**config.mk**
```make
export PLATFORM = sky130hd
export DESIGN_NAME = fire_control
export DESIGN_NICKNAME = d
export VERILOG_FILES = /design/src/rtl/fire_control_pkg.sv /design/src/rtl/fire_control_shot.sv /design/src/rtl/fire_control.sv
export SDC_FILE = /design/constraint.sdc
export NUM_CORES = 1
export LEC_CHECK = 0
export CAP_MARGIN = 15
export CORE_MARGIN = 2
export CORE_UTILIZATION = 35
export DETAILED_ROUTE_END_ITERATION = 10
export SETUP_SLACK_MARGIN = 0.3
export SLEW_MARGIN = 20
export SYNTH_ARGS = -nofsm -noshare
export SYNTH_HDL_FRONTEND = slang
export SYNTH_HIERARCHICAL = 1
export SYNTH_SLANG_ARGS = --single-unit
```
**constraint.sdc**
```tcl
create_clock -name clk -period 4.15 [get_ports clk]
set_clock_uncertainty 0.2 [all_clocks]
set_input_delay 0.415 -clock clk [delete_from_list [all_inputs] [get_ports clk]]
set_output_delay 0.415 -clock clk [all_outputs]
set_load 0.005 [all_outputs]
```
**src/rtl/fire_control_pkg.sv**
```systemverilog
// Shared constants for the trigger sequencer: attack mode, fire-select codes, state codes.
// Latency: n/a (constants and a pure helper function only).
// Backpressure: n/a.
package fire_control_pkg;

    localparam logic [3:0] ATTACK_MODE = 4'b0010;

    localparam logic [1:0] SEL_SAFE   = 2'b00;
    localparam logic [1:0] SEL_SINGLE = 2'b01;
    localparam logic [1:0] SEL_BURST  = 2'b10;
    localparam logic [1:0] SEL_AUTO   = 2'b11;

    localparam logic [1:0] ST_IDLE   = 2'd0;
    localparam logic [1:0] ST_FIRE   = 2'd1;
    localparam logic [1:0] ST_COOL   = 2'd2;
    localparam logic [1:0] ST_RELOAD = 2'd3;

    // Weapons may only discharge in attack mode with a non-safe selector.
    function automatic logic is_armed(input logic [3:0] mode, input logic [1:0] sel);
        return (mode == ATTACK_MODE) && (sel != SEL_SAFE);
    endfunction

endpackage

```
**src/rtl/fire_control_shot.sv**
```systemverilog
// shot_timer: 8-bit loadable down-counter timing the idle gap after a shot.
// Latency: load takes effect next cycle; expire is combinational from the count.
// Backpressure: none; it counts every cycle until it reaches zero.
//
// Ports: clk, rst (sync active-low), load / load_val (start a new gap),
//        expire (high on the last cycle of the gap, and whenever idle).
module shot_timer (
    input  logic       clk,
    input  logic       rst,
    input  logic       load,
    input  logic [7:0] load_val,
    output logic       expire
);

    logic [7:0] cnt;

    always_ff @(posedge clk) begin
        if (!rst) begin
            cnt <= 8'd0;
        end else if (load) begin
            cnt <= load_val;
        end else if (cnt != 8'd0) begin
            cnt <= cnt - 8'd1;
        end
    end

    // The count holds the cycles left including the current one, so the
    // gap ends when one remains.
    assign expire = (cnt <= 8'd1);

endmodule

```
**src/rtl/fire_control.sv**
```systemverilog
// fire_control: turns trigger/select/reload requests into fire pulses and reload strobes.
// Latency: trigger edge or reload request at cycle t gives fire/load at t+1; all outputs registered.
// Backpressure: none accepted; shot spacing and magazine limits are enforced internally.
//
// Ports: clk, rst (sync active-low), mode, trigger, sel, cooldown, reload_req,
//        ammo (fed back from weapons stage), reserve (stores) ->
//        fire, load, load_val, drawn (valid while load), busy, dry.
module fire_control
    import fire_control_pkg::*;
#(
    parameter int             N          = 9,
    parameter logic [N-1:0]   MAG_SIZE   = 9'd300,
    parameter int             BURST_LEN  = 3,
    parameter int             RELOAD_CYC = 4
) (
    input  logic         clk,
    input  logic         rst,
    input  logic [3:0]   mode,
    input  logic         trigger,
    input  logic [1:0]   sel,
    input  logic [7:0]   cooldown,
    input  logic         reload_req,
    input  logic [N-1:0] ammo,
    input  logic [N-1:0] reserve,
    output logic         fire,
    output logic         load,
    output logic [N-1:0] load_val,
    output logic [N-1:0] drawn,
    output logic         busy,
    output logic         dry
);

    logic [1:0]   state;
    logic [1:0]   state_nx;
    logic         trig_q;
    logic         blk;       // blocks auto-fire on a trigger held since reset/reload
    logic [N-1:0] sh;        // shadow round count, ahead of the lagging ammo feedback
    logic [2:0]   bcnt;
    logic         auto_q;
    logic [7:0]   rcnt;

    logic         armed;
    logic         trig_edge;
    logic         attempt;
    logic         reload_go;
    logic [N:0]   sum;
    logic [N-1:0] lv_calc;
    logic [N-1:0] sh_dec;
    logic [2:0]   bcnt_dec;
    logic         more_fire;
    logic         more_cool;
    logic         tmr_load;
    logic         tmr_expire;

    assign armed     = is_armed(mode, sel);
    assign trig_edge = trigger & ~trig_q;
    // Auto fires on level, but a trigger held across reset or reload must be
    // released (or freshly pressed) first.
    assign attempt   = armed & ((sel == SEL_AUTO) ? (trigger & (~blk | ~trig_q)) : trig_edge);
    assign reload_go = reload_req & (reserve != '0) & (ammo < MAG_SIZE);

    // One extra bit so ammo + reserve cannot wrap before saturating.
    assign sum     = {1'b0, ammo} + {1'b0, reserve};
    assign lv_calc = (sum > {1'b0, MAG_SIZE}) ? MAG_SIZE : sum[N-1:0];

    assign sh_dec    = sh - N'(1);
    assign bcnt_dec  = bcnt - 3'd1;
    // In FIRE the counter is judged after this shot; in COOL it already is.
    assign more_fire = auto_q ? trigger : (bcnt_dec != 3'd0);
    assign more_cool = auto_q ? trigger : (bcnt != 3'd0);

    always_comb begin
        state_nx = state;
        case (state)
            ST_IDLE: begin
                if (reload_go) begin
                    state_nx = ST_RELOAD;
                end else if (attempt && (sh != '0)) begin
                    state_nx = ST_FIRE;
                end
            end
            ST_FIRE: begin
                if (mode != ATTACK_MODE) begin
                    state_nx = ST_IDLE;
                end else if (cooldown != 8'd0) begin
                    state_nx = ST_COOL;
                end else if (more_fire && (sh_dec != '0)) begin
                    state_nx = ST_FIRE;
                end else begin
                    state_nx = ST_IDLE;
                end
            end
            ST_COOL: begin
                if (tmr_expire) begin
                    state_nx = (more_cool && (sh != '0) && armed) ? ST_FIRE : ST_IDLE;
                end
            end
            ST_RELOAD: begin
                if (rcnt <= 8'd1) begin
                    state_nx = ST_IDLE;
                end
            end
            default: state_nx = ST_IDLE;
        endcase
    end

    assign tmr_load = (state == ST_FIRE) && (state_nx == ST_COOL);

    shot_timer u_shot_timer (
        .clk      (clk),
        .rst      (rst),
        .load     (tmr_load),
        .load_val (cooldown),
        .expire   (tmr_expire)
    );

    always_ff @(posedge clk) begin
        if (!rst) begin
            state    <= ST_IDLE;
            trig_q   <= 1'b1;   // a trigger held through reset is not an edge
            blk      <= 1'b1;
            sh       <= '0;
            bcnt     <= 3'd0;
            auto_q   <= 1'b0;
            rcnt     <= 8'd0;
            fire     <= 1'b0;
            load     <= 1'b0;
            load_val <= '0;
            drawn    <= '0;
            busy     <= 1'b0;
            dry      <= 1'b0;
        end else begin
            state  <= state_nx;
            trig_q <= trigger;
            fire   <= (state_nx == ST_FIRE);
            load   <= (state_nx == ST_RELOAD);
            busy   <= (state_nx != ST_IDLE);
            dry    <= (state == ST_IDLE) && !reload_go && attempt && (sh == '0);

            case (state)
                ST_IDLE: begin
                    if (!trigger) begin
                        blk <= 1'b0;
                    end
                    if (reload_go) begin
                        load_val <= lv_calc;
                        drawn    <= lv_calc - ammo;
                        sh       <= lv_calc;
                        rcnt     <= 8'(RELOAD_CYC);
                        blk      <= 1'b1;
                    end else if (state_nx == ST_FIRE) begin
                        // Keep the shadow count: ammo may still lag a recent shot.
                        bcnt   <= (sel == SEL_BURST) ? 3'(BURST_LEN) : 3'd1;
                        auto_q <= (sel == SEL_AUTO);
                        blk    <= 1'b0;
                    end else begin
                        sh <= ammo;
                    end
                end
                ST_FIRE: begin
                    sh   <= sh_dec;
                    bcnt <= bcnt_dec;
                end
                ST_RELOAD: begin
                    rcnt <= rcnt - 8'd1;
                    if (state_nx == ST_IDLE) begin
                        load_val <= '0;
                        drawn    <= '0;
                    end
                end
                default: ;
            endcase
        end
    end

endmodule

```
## Word-level counts from Yosys, hierarchy flattened

Index checks and enable logic that the tools add are counted.

- Logic and storage cells: 112
- Output and inout bits: 22
- Input port bits: 36
- Register bits after elaboration: 55
- Bits in read-only memories: 0
- Memory bits (writable): 0
- Memories kept: 0
- Latch bits: 0

- Shift operators: 0
- Magnitude comparators: 4
- Mux-type cells: 32
- Reduce and logical (&&, ||, !) cells: 31
- Eq/ne operators: 16
- $mul: 0
- Divide/modulo/power cells: 0
- Add/sub/neg operators: 6
- Bitwise operators: 9

Operator list:

| cell | count |
|---|---|
| $mux 9 | 6 |
| $pmux 9 s2 | 3 |
| $reduce_bool 9->1 | 3 |
| $mux 8 | 3 |
| $le 8x1->1 const B | 2 |
| $pmux 8 s2 | 1 |
| $reduce_bool 8->1 | 2 |
| $sub 8x1->8 const B | 2 |
| $mux 2 | 7 |
| $eq 2x2->1 const B | 6 |
| $add 9x9->10 | 1 |
| $gt 10x9->1 const B | 1 |
| $reduce_bool 2->1 | 5 |
| $logic_and 1x1->1 | 9 |
| $logic_not 9->1 | 1 |
| $lt 9x9->1 const B | 1 |
| $reduce_and 3->1 | 3 |
| $sub 9x1->9 const B | 1 |
| $sub 9x9->9 | 1 |
| $mux 1 | 8 |
| $ne 2x2->1 const B | 4 |
| $pmux 2 s4 | 1 |
| $mux 3 | 2 |
| $pmux 3 s2 | 1 |
| other kinds (13) | 24 |

## Longest topological paths before layout

Gate-level depths: netlist (run 1).

- Depth in word-level cells: 13
- Gate-level depth with buffers: 20
- Depth with buffers taken out: 20

## By module

The synthesis (run 1) kept the hierarchy.

By module, submodules not included:

| module | cells each | area an instance (um^2) | instances | sequential area each (um^2) |
|---|---|---|---|---|
| fire_control | 420 | 3,338.2 | 1 | 940.9 |
| shot_timer | 58 | 498.0 | 1 | 160.2 |

## Worst setup path before layout (run 1)

Ideal clock, no wire load.

- Kind: input to register
- From: input port ammo[0]
- To: register drawn[7]
- Cell stages on the path: 19
- Data arrival time: 3.702 ns
- Path slack: 0.130 ns
- Path buffers: 0
- Required time: 3.832 ns
- Setup time: 0.118 ns
- Cells stage by stage: ha_1 inv_1 fa_1 nor2b_1 o22ai_1 xnor2_1 o21bai_1 a32oi_2 nor2_1 nand2_1 ha_1 o21ai_0 nand2b_1 a21o_1 a41oi_1 o31a_1 o41ai_2 xnor2_1 o21ai_1

- Cells in the longest elaborated chain, start to end: 7
- Elaborated cells on any way between the ends: 14
- Classes of those cells: add/sub (2); order compare (2); eq/ne (2); mux (5); bitwise (1); reduce/logical (2)

Ends and longest elaborated chain:

| what | line | source |
|---|---|---|
| from (decl) | fire_control.sv:23 | `input logic [N-1:0] ammo,` |
| parallel branches: the longest is 7 deep, another holds $add 9x9->10 | - |  |
| to (signal assigned) | fire_control.sv:147 | `drawn <= lv_calc - ammo;` |
| to (decl) | fire_control.sv:28 | `output logic [N-1:0] drawn,` |

Several ways; the timed one is not identified. The select of a mux whose other input is x is not followed.
A chain may end at the register's enable or synchronous reset.

## Final worst setup path (run 1)

- From: input port reserve[3]
- To: register drawn[7]

- Cells in the longest elaborated chain, start to end: 8
- Elaborated cells on any way between the ends: 15
- Classes of those cells: add/sub (2); order compare (1); eq/ne (2); mux (5); bitwise (2); reduce/logical (3)

Ends and longest elaborated chain:

| what | line | source |
|---|---|---|
| from (decl) | fire_control.sv:24 | `input logic [N-1:0] reserve,` |
| parallel branches: the longest is 8 deep, another holds $add 9x9->10 | - |  |

Several ways; the timed one is not identified. The select of a mux whose other input is x is not followed.

==> metrics.txt, run 1 <==
clock tree buffer depth=2; transition time at the pin with the least slew margin=0.749 ns; setup tns final=0 ns; starting density of the core=0.357; global placer's final weighted congestion=0.907; sum of net half-perimeters after detailed placement=8360 um; global-route wire length before repair=18200 um; Hold Buf Count CTS=0; main combinational cell family by area after synthesis=compound AO/OA/AOI/OAI gates; adder and majority gate portion of the synthesized area=0.0920; P_leak=2.15 nW; Req. time, crit path=4.16 ns; post-layout net count=646; count of routing violations after the opening detailed-route iteration=177; total routing usage reported by global routing=0.191; flops & latches, synth=55; worst slack, placed=-0.415 ns; die span in x=109 um; Routed Antenna Nets=0; worst slew margin relative to its limit=0.499; clock sinks=55; Post-synth ARST share=0; slack of the worst reg-to-reg path=0.78 ns; remaining design rule violation count=0; overflow left after global routing=0; Reg clk slew, reported paths=0.10 ns; Synth Area in XOR/XNOR=0.0411; layout cell share with drive strength beyond 1=0.224; maximum fanout along the worst path=4; filler instances=1081; Avg Synthesized Cell Area=8.03 sq um; highest attainable clock frequency=267 MHz; worst-case setup margin in the final layout=0.401 ns; predominant post-synthesis flop cell=dfxtp_1; Chip Height=109 um; type of origin of the critical path=primary input; fin crit share=0.903; Worst Setup Path Type=in2reg; R2R depth=9; worst-skew pair later-pin latency=0.31 ns; post-synthesis mux area share=0.0189; peak ir drop on the vdd network=0.000194 V; number of setup violations in the final report=0; clock buffers created by TritonCTS=5; routed len/inst=15.1 um; max_cap viols=0; warning count from the yosys run=6; net count after synthesis=541; hold violation total from the final report=0; vias per inst=5.44; worst min-delay path category=reg2reg; number of antenna cells inserted=0; compound-cell area share of the yosys netlist=0.259; Buffers on Ports=57; synthesized-area fraction occupied by and/or/nand/nor cells=0.256; setup repair after global routing missed its margin=yes; number of levels the H-tree was split into=2; antenna violations before repair=0; proportion of synthesized chip area in sequential cells=0.287; outcome=finished clean; total core area=0.0107 sq mm; growth of design area from synthesis to finish=37.8%; DRT Wirelength=10900 um; minimum clock period=3.75 ns; number of instances in the synthesized netlist=478; pin count of the biggest net entering global routing=48; router iterations before antenna repair=4; CTS Root Buffer Type=clkbuf_8; critical path endpoint category=flip-flop; TritonCTS clock tree=done; area of the die=0.0118 sq mm; startpoint of the worst-slack reg-to-reg timing path=u_shot_timer/cnt[4]$_SDFFE_PN0P_; Cell Area, Synth=0.00384 sq mm; number of core rows=38; PwrDens=426 mW/mm^2; critical path launch point=reserve[3]; via count=3936; vias in the first global route=3905; arrival time at the worst endpoint=3.76 ns; CP endpoint=drawn[7]$_SDFFE_PN0P_; count of flip-flops with a built-in enable after synthesis=0; number of max-slew violations in the final report=0; num ports=58; endpoint of the worst register-to-register path=bcnt[2]$_SDFFE_PN0P_; number of different library cells in the post-synthesis netlist=69
## cell usage after synthesis, types with 3 or more instances
cell type | n | area, sq um
a22oi_1 | 10 | 75.1
nand3b_1 | 4 | 30.0
and3_1 | 5 | 31.3
o2111ai_1 | 3 | 26.3
nor3_1 | 11 | 55.1
or3_1 | 4 | 25.0
nand3_1 | 18 | 90.1
inv_1 | 25 | 93.8
nor4_1 | 11 | 68.8
nand2b_1 | 12 | 75.1
o211ai_1 | 6 | 45.0
o21a_1 | 4 | 30.0
nor2b_1 | 18 | 113
o21ai_0 | 36 | 180
nor2_1 | 36 | 135
ha_1 | 25 | 313
a21oi_1 | 23 | 115
a31oi_1 | 8 | 50.1
a21boi_0 | 7 | 52.6
o31ai_1 | 5 | 37.5
a221oi_1 | 3 | 26.3
o211a_1 | 5 | 50.1
a21o_1 | 3 | 22.5
clkbuf_1 | 17 | 63.8
nand2_1 | 38 | 143
xnor2_1 | 14 | 123
mux2i_1 | 5 | 50.1
and2_1 | 7 | 43.8
xor2_1 | 4 | 35.0
dfxtp_1 | 55 | 1100
o31a_1 | 4 | 35.0
a211o_1 | 4 | 35.0
## worst max-delay path, stage by stage
cell	delay [ns]
clkdlybuf4s15_1	0.22
ha_4	0.29
o211ai_1	0.11
nand2b_4	0.18
buf_4	0.14
a221oi_4	0.29
a32oi_2	0.20
buf_6	0.17
nor2_4	0.14
nand2_2	0.10
ha_4	0.28
o21ai_2	0.05
nand2b_1	0.07
a21o_1	0.14
a41oi_2	0.05
o31a_1	0.33
o41ai_2	0.33
xnor2_1	0.17
o21ai_1	0.08
## metrics by stage
step           total power, W  cells   util  area (sq um)  hold WS, ns
2_1_floorplan         0.00147    478      -          3860        0.233
3_3_place_gp          0.00182    706  0.457          4910        0.249
3_5_place_dp          0.00185    706  0.457          4910        0.261
4_1_cts               0.00221    718  0.481          5170        0.275
5_1_grt               0.00243    724  0.492          5290        0.303
6_report              0.00225    724  0.492          5290        0.272
## how the worst min path moves through the flow
stage / startpoint / endpoint / slack (ns) / cells past startpoint
floorplan: rcnt[7]$_SDFFE_PN0P_ / rcnt[7]$_SDFFE_PN0P_ / 0.23 / 1
global placement: rcnt[7]$_SDFFE_PN0P_ / rcnt[7]$_SDFFE_PN0P_ / 0.25 / 1
detailed placement: bcnt[1]$_SDFFE_PN0P_ / bcnt[1]$_SDFFE_PN0P_ / 0.26 / 2
CTS: bcnt[1]$_SDFFE_PN0P_ / bcnt[1]$_SDFFE_PN0P_ / 0.27 / 2
global route: drawn[8]$_SDFFE_PN0P_ / drawn[8]$_SDFFE_PN0P_ / 0.30 / 2
finish: drawn[2]$_SDFFE_PN0P_ / drawn[2]$_SDFFE_PN0P_ / 0.27 / 2
## cell type report
class | count | area, sq um | share of cell area
Multi-Input combinational cell | 378 | 2820 | 0.534
Sequential cell | 55 | 1100 | 0.208
Timing Repair Buffer | 118 | 1000 | 0.189
Tap cell | 140 | 175 | 0.0331
Inverter | 25 | 93.8 | 0.0177
Clock buffer | 7 | 86.3 | 0.0163
Clock inverter | 1 | 8.76 | 0.00166
## cell usage in the layout (no fill, tap or decap), drive strengths merged, types with 13 or more instances in the layout
cell           synthesis  final
buf                    3     64
dfxtp                 55     55
clkdlybuf4s50          0     42
nand2                 38     38
o21ai                 38     38
nor2                  36     36
inv                   25     25
ha                    25     25
a21oi                 23     23
nand3                 18     18
nor2b                 18     18
xnor2                 14     14
clkbuf                17     13
## per-layer routing
metal | vias to the layer above | share of wire | track usage
li1 | 1965 | - | -
met1 | 1867 | 0.46 | 0.237
met2 | 87 | 0.48 | 0.333
met3 | 17 | 0.039 | 0.0311
met4 | 0 | 0.024 | 0.0678
met5 | - | 0 | 0
## report_power, final
part | switching (W) | internal (W) | leakage (nW)
clock network | 0.000185 | 0.000138 | 0.0484
logic | 0.000584 | 0.000595 | 1.65
registers | 0.000117 | 0.000634 | 0.451
total | 0.000887 | 0.00137 | 2.15
## registers in the layout, indices dropped and copies added (netlist names)
signal            count
sh                    9
trig_q                1
drawn                 9
u_shot_timer/cnt      8
busy                  1
auto_q                1
fire                  1
blk                   1
dry                   1
bcnt                  3
rcnt                  8
load_val              9
state                 2
load                  1
## what timing repair did
item,4_1_cts,5_1_grt
setup buffers,4,6
pin swaps,22,24
gates resized for setup,47,36
endpoints found under the setup margin,5,5
## cells by family after synthesis
kind of cell	after synthesis
flip-flops	55
AO/OA/AOI/OAI	143
adder cells (fa/ha/maj)	27
AND/OR/NAND/NOR	183
multiplexers	7
buffers and inverters	45
XOR/XNOR	18
(Power assumes the default switching activity.)
==> inputs of run 2 (changes only) <==
==> constraint.sdc (replaced) <==
create_clock -name clk -period 4.15 [get_ports clk]
set_clock_uncertainty 0.2 [all_clocks]
set_input_delay 0.83 -clock clk [delete_from_list [all_inputs] [get_ports clk]]
set_output_delay 0.83 -clock clk [all_outputs]
set_load 0.005 [all_outputs]
==> run 2 against run 1 <==
The run now ends with setup timing left. Die area did not move. Combinational power up 8%. Power increased by 5.9%. Register-to-register slack improved by 0.04 ns. Critical endpoint unchanged. Sequential power is 0.5% lower. Largest cell class unchanged. Setup slack worse by 0.47 ns. Global-route usage is 0.98 points higher. Hold slack got worse by 0.011 ns. First-iteration DRC count grew 3.4%. Utilization grew 2.9 points. Final cell count rose by 3.9%. Clock-buffer cell count down 1.
==> metrics.txt, run 2 (synthesis gave the netlist of run 1 again) <==
arrival time at the worst endpoint=4.23 ns (was 3.76 ns); Hold Buf Count CTS=0 (unchanged); sum of net half-perimeters after detailed placement=8410 um (was 8360 um); num ports=58 (unchanged); TritonCTS clock tree=done (unchanged); post-layout net count=675 (was 646); setup repair after global routing missed its margin=yes (unchanged); type of origin of the critical path=primary input (unchanged); Routed Antenna Nets=0 (unchanged); remaining design rule violation count=0 (unchanged); hold violation total from the final report=0 (unchanged); DRT Wirelength=11600 um (was 10900 um); fin crit share=1.02 (was 0.903); pin count of the biggest net entering global routing=30 (was 48); minimum clock period=4.22 ns (was 3.75 ns); most frequent cells in the layout=buf_4 (87), dfxtp_1 (55), clkdlybuf4s50_1 (41) (was buf_4 (60), dfxtp_1 (55), clkdlybuf4s50_1 (42)); filler instances=1027 (was 1081); CTS Root Buffer Type=clkbuf_8 (unchanged); top flop regs=drawn (9), load_val (9), sh (9) (unchanged); P_leak=2.32 nW (was 2.15 nW); post-layout total power=0.00239 W (was 0.00225 W); max_cap viols=0 (unchanged); number of antenna cells inserted=0 (unchanged); global placer's final weighted congestion=0.857 (was 0.907); PwrDens=426 mW/mm^2 (about the same); routed len/inst=15.4 um (was 15.1 um); number of setup violations in the final report=1 (was 0); number of standard cells in the layout, taps in and fillers out=752 (was 724); clock buffers created by TritonCTS=5 (unchanged); growth of design area from synthesis to finish=46.1% (was 37.8%); antenna violations before repair=0 (unchanged); total routing usage reported by global routing=0.200 (was 0.191); router iterations before antenna repair=4 (unchanged); vias in the first global route=4120 (was 3905); number of core rows=38 (unchanged); worst min-delay path category=reg2reg (unchanged); Core Util, Final=0.522 (was 0.492); highest attainable clock frequency=237 MHz (was 267 MHz); outcome=complete, but fails checks (was finished clean); maximum fanout along the worst path=3 (was 4); peak ir drop on the vdd network=0.000186 V (was 0.000194 V); number of max-slew violations in the final report=0 (unchanged); Req. time, crit path=4.16 ns (about the same); setup tns final=-0.0684 ns (was 0 ns); Worst Setup Path Type=in2reg (unchanged); Chip Height=109 um (unchanged); worst-case setup margin in the final layout=-0.0684 ns (was 0.401 ns); overflow left after global routing=0 (unchanged); transition time at the pin with the least slew margin=0.809 ns (was 0.749 ns); total core area=0.0107 sq mm (unchanged); die span in x=109 um (unchanged); starting density of the core=0.357 (unchanged); via count=4055 (was 3936); clock sinks=55 (unchanged); most common cell after layout, fill and taps aside=buf_4 (unchanged); placed cell count=723 (was 706); vias per inst=5.39 (was 5.44); count of routing violations after the opening detailed-route iteration=183 (was 177); Sequential Area=0.00110 sq mm (unchanged); area of the multi-input gates=0.00290 sq mm (was 0.00282 sq mm); critical path endpoint category=flip-flop (unchanged); area of the die=0.0118 sq mm (unchanged); layout cell share with drive strength beyond 1=0.279 (was 0.224); Buffers on Ports=57 (unchanged); number of levels the H-tree was split into=2 (unchanged); worst-skew pair later-pin latency=0.31 ns (about the same); worst slew margin relative to its limit=0.458 (was 0.499); global-route wire length before repair=18900 um (was 18200 um); WHS=0.261 ns (was 0.272 ns); clock tree buffer depth=2 (unchanged); Reg clk slew, reported paths=0.10 ns (about the same); violated checks=setup timing
run 2: changes by cell type in the layout (fill, tap and decap cells not counted), sizes merged:
cell	change
buf	+36
clkbuf	-7
clkdlybuf4s15	+3
dlygate4sd2	-2
bufinv	+1
clkdlybuf4s50	-1
clkinv	-1
dlymetal6s2s	-1
run 2: timing repair:
| action | 4_1_cts | 5_1_grt |
|---|---|---|
| setup endpoints to repair | 8 | 6 |
| pin swaps | 39 | 21 |
| buffers inserted | 20 | 2 |
| resized for setup | 100 | 18 |
run 2: report_power, final:
| part | switching, W | total (W) | internal [W] |
|---|---|---|---|
| logic | 0.000620 | 0.00128 | 0.000665 |
| registers | 0.000114 | 0.000747 | 0.000634 |
| clock network | 0.000176 | 0.000354 | 0.000177 |
| total | 0.000910 | 0.00239 | 0.00148 |
run 2: path summary, 6_finish.rpt:
path | start | end | slack, ns | depth (start not counted)
setup / recovery | reserve[0] | drawn[7]$_SDFFE_PN0P_ | -0.07 | 22
hold / removal | drawn[5]$_SDFFE_PN0P_ | drawn[5]$_SDFFE_PN0P_ | 0.26 | 2
setup reg to reg | u_shot_timer/cnt[4]$_SDFFE_PN0P_ | bcnt[2]$_SDFFE_PN0P_ | 0.82 | 9
hold reg to reg | drawn[5]$_SDFFE_PN0P_ | drawn[5]$_SDFFE_PN0P_ | 0.26 | 2
run 2: critical path, cell delays in order:
cell	delay (ns)
buf_8	0.08
ha_4	0.13
inv_2	0.03
fa_2	0.38
xor2_2	0.21
a21oi_2	0.12
and3_1	0.17
o21bai_1	0.10
a32oi_2	0.28
buf_4	0.17
nor3_4	0.04
buf_6	0.15
ha_4	0.26
nor2b_4	0.13
o21ai_1	0.07
nand2b_1	0.07
a21o_1	0.14
a41oi_2	0.05
o21ba_2	0.27
o41ai_2	0.30
xnor2_1	0.15
o21ai_1	0.08
run 2: area by class of cell:
type                            count  area share
Clock inverter                      1     0.00536
Sequential cell                    55       0.196
Clock buffer                        6      0.0129
Tap cell                          140      0.0313
Inverter                           25      0.0172
Timing Repair Buffer              147       0.220
Multi-Input combinational cell    378       0.517
run 2: per-layer routing:
metal,share of wire,GRT usage,vias to the layer above
met2,0.49,0.358,102
met1,0.44,0.239,1921
met3,0.046,0.0347,20
li1,-,-,2012
met5,0,0,-
met4,0.022,0.0751,0
run 2: per-stage QoR:
stage / cell area, sq um / setup slack, ns
floorplan: 3890 / -0.106
global placement: 5060 / -0.666
detailed placement: 5060 / -0.779
CTS: 5510 / 0.0681
global route: 5600 / -0.126
finish: 5600 / -0.0684
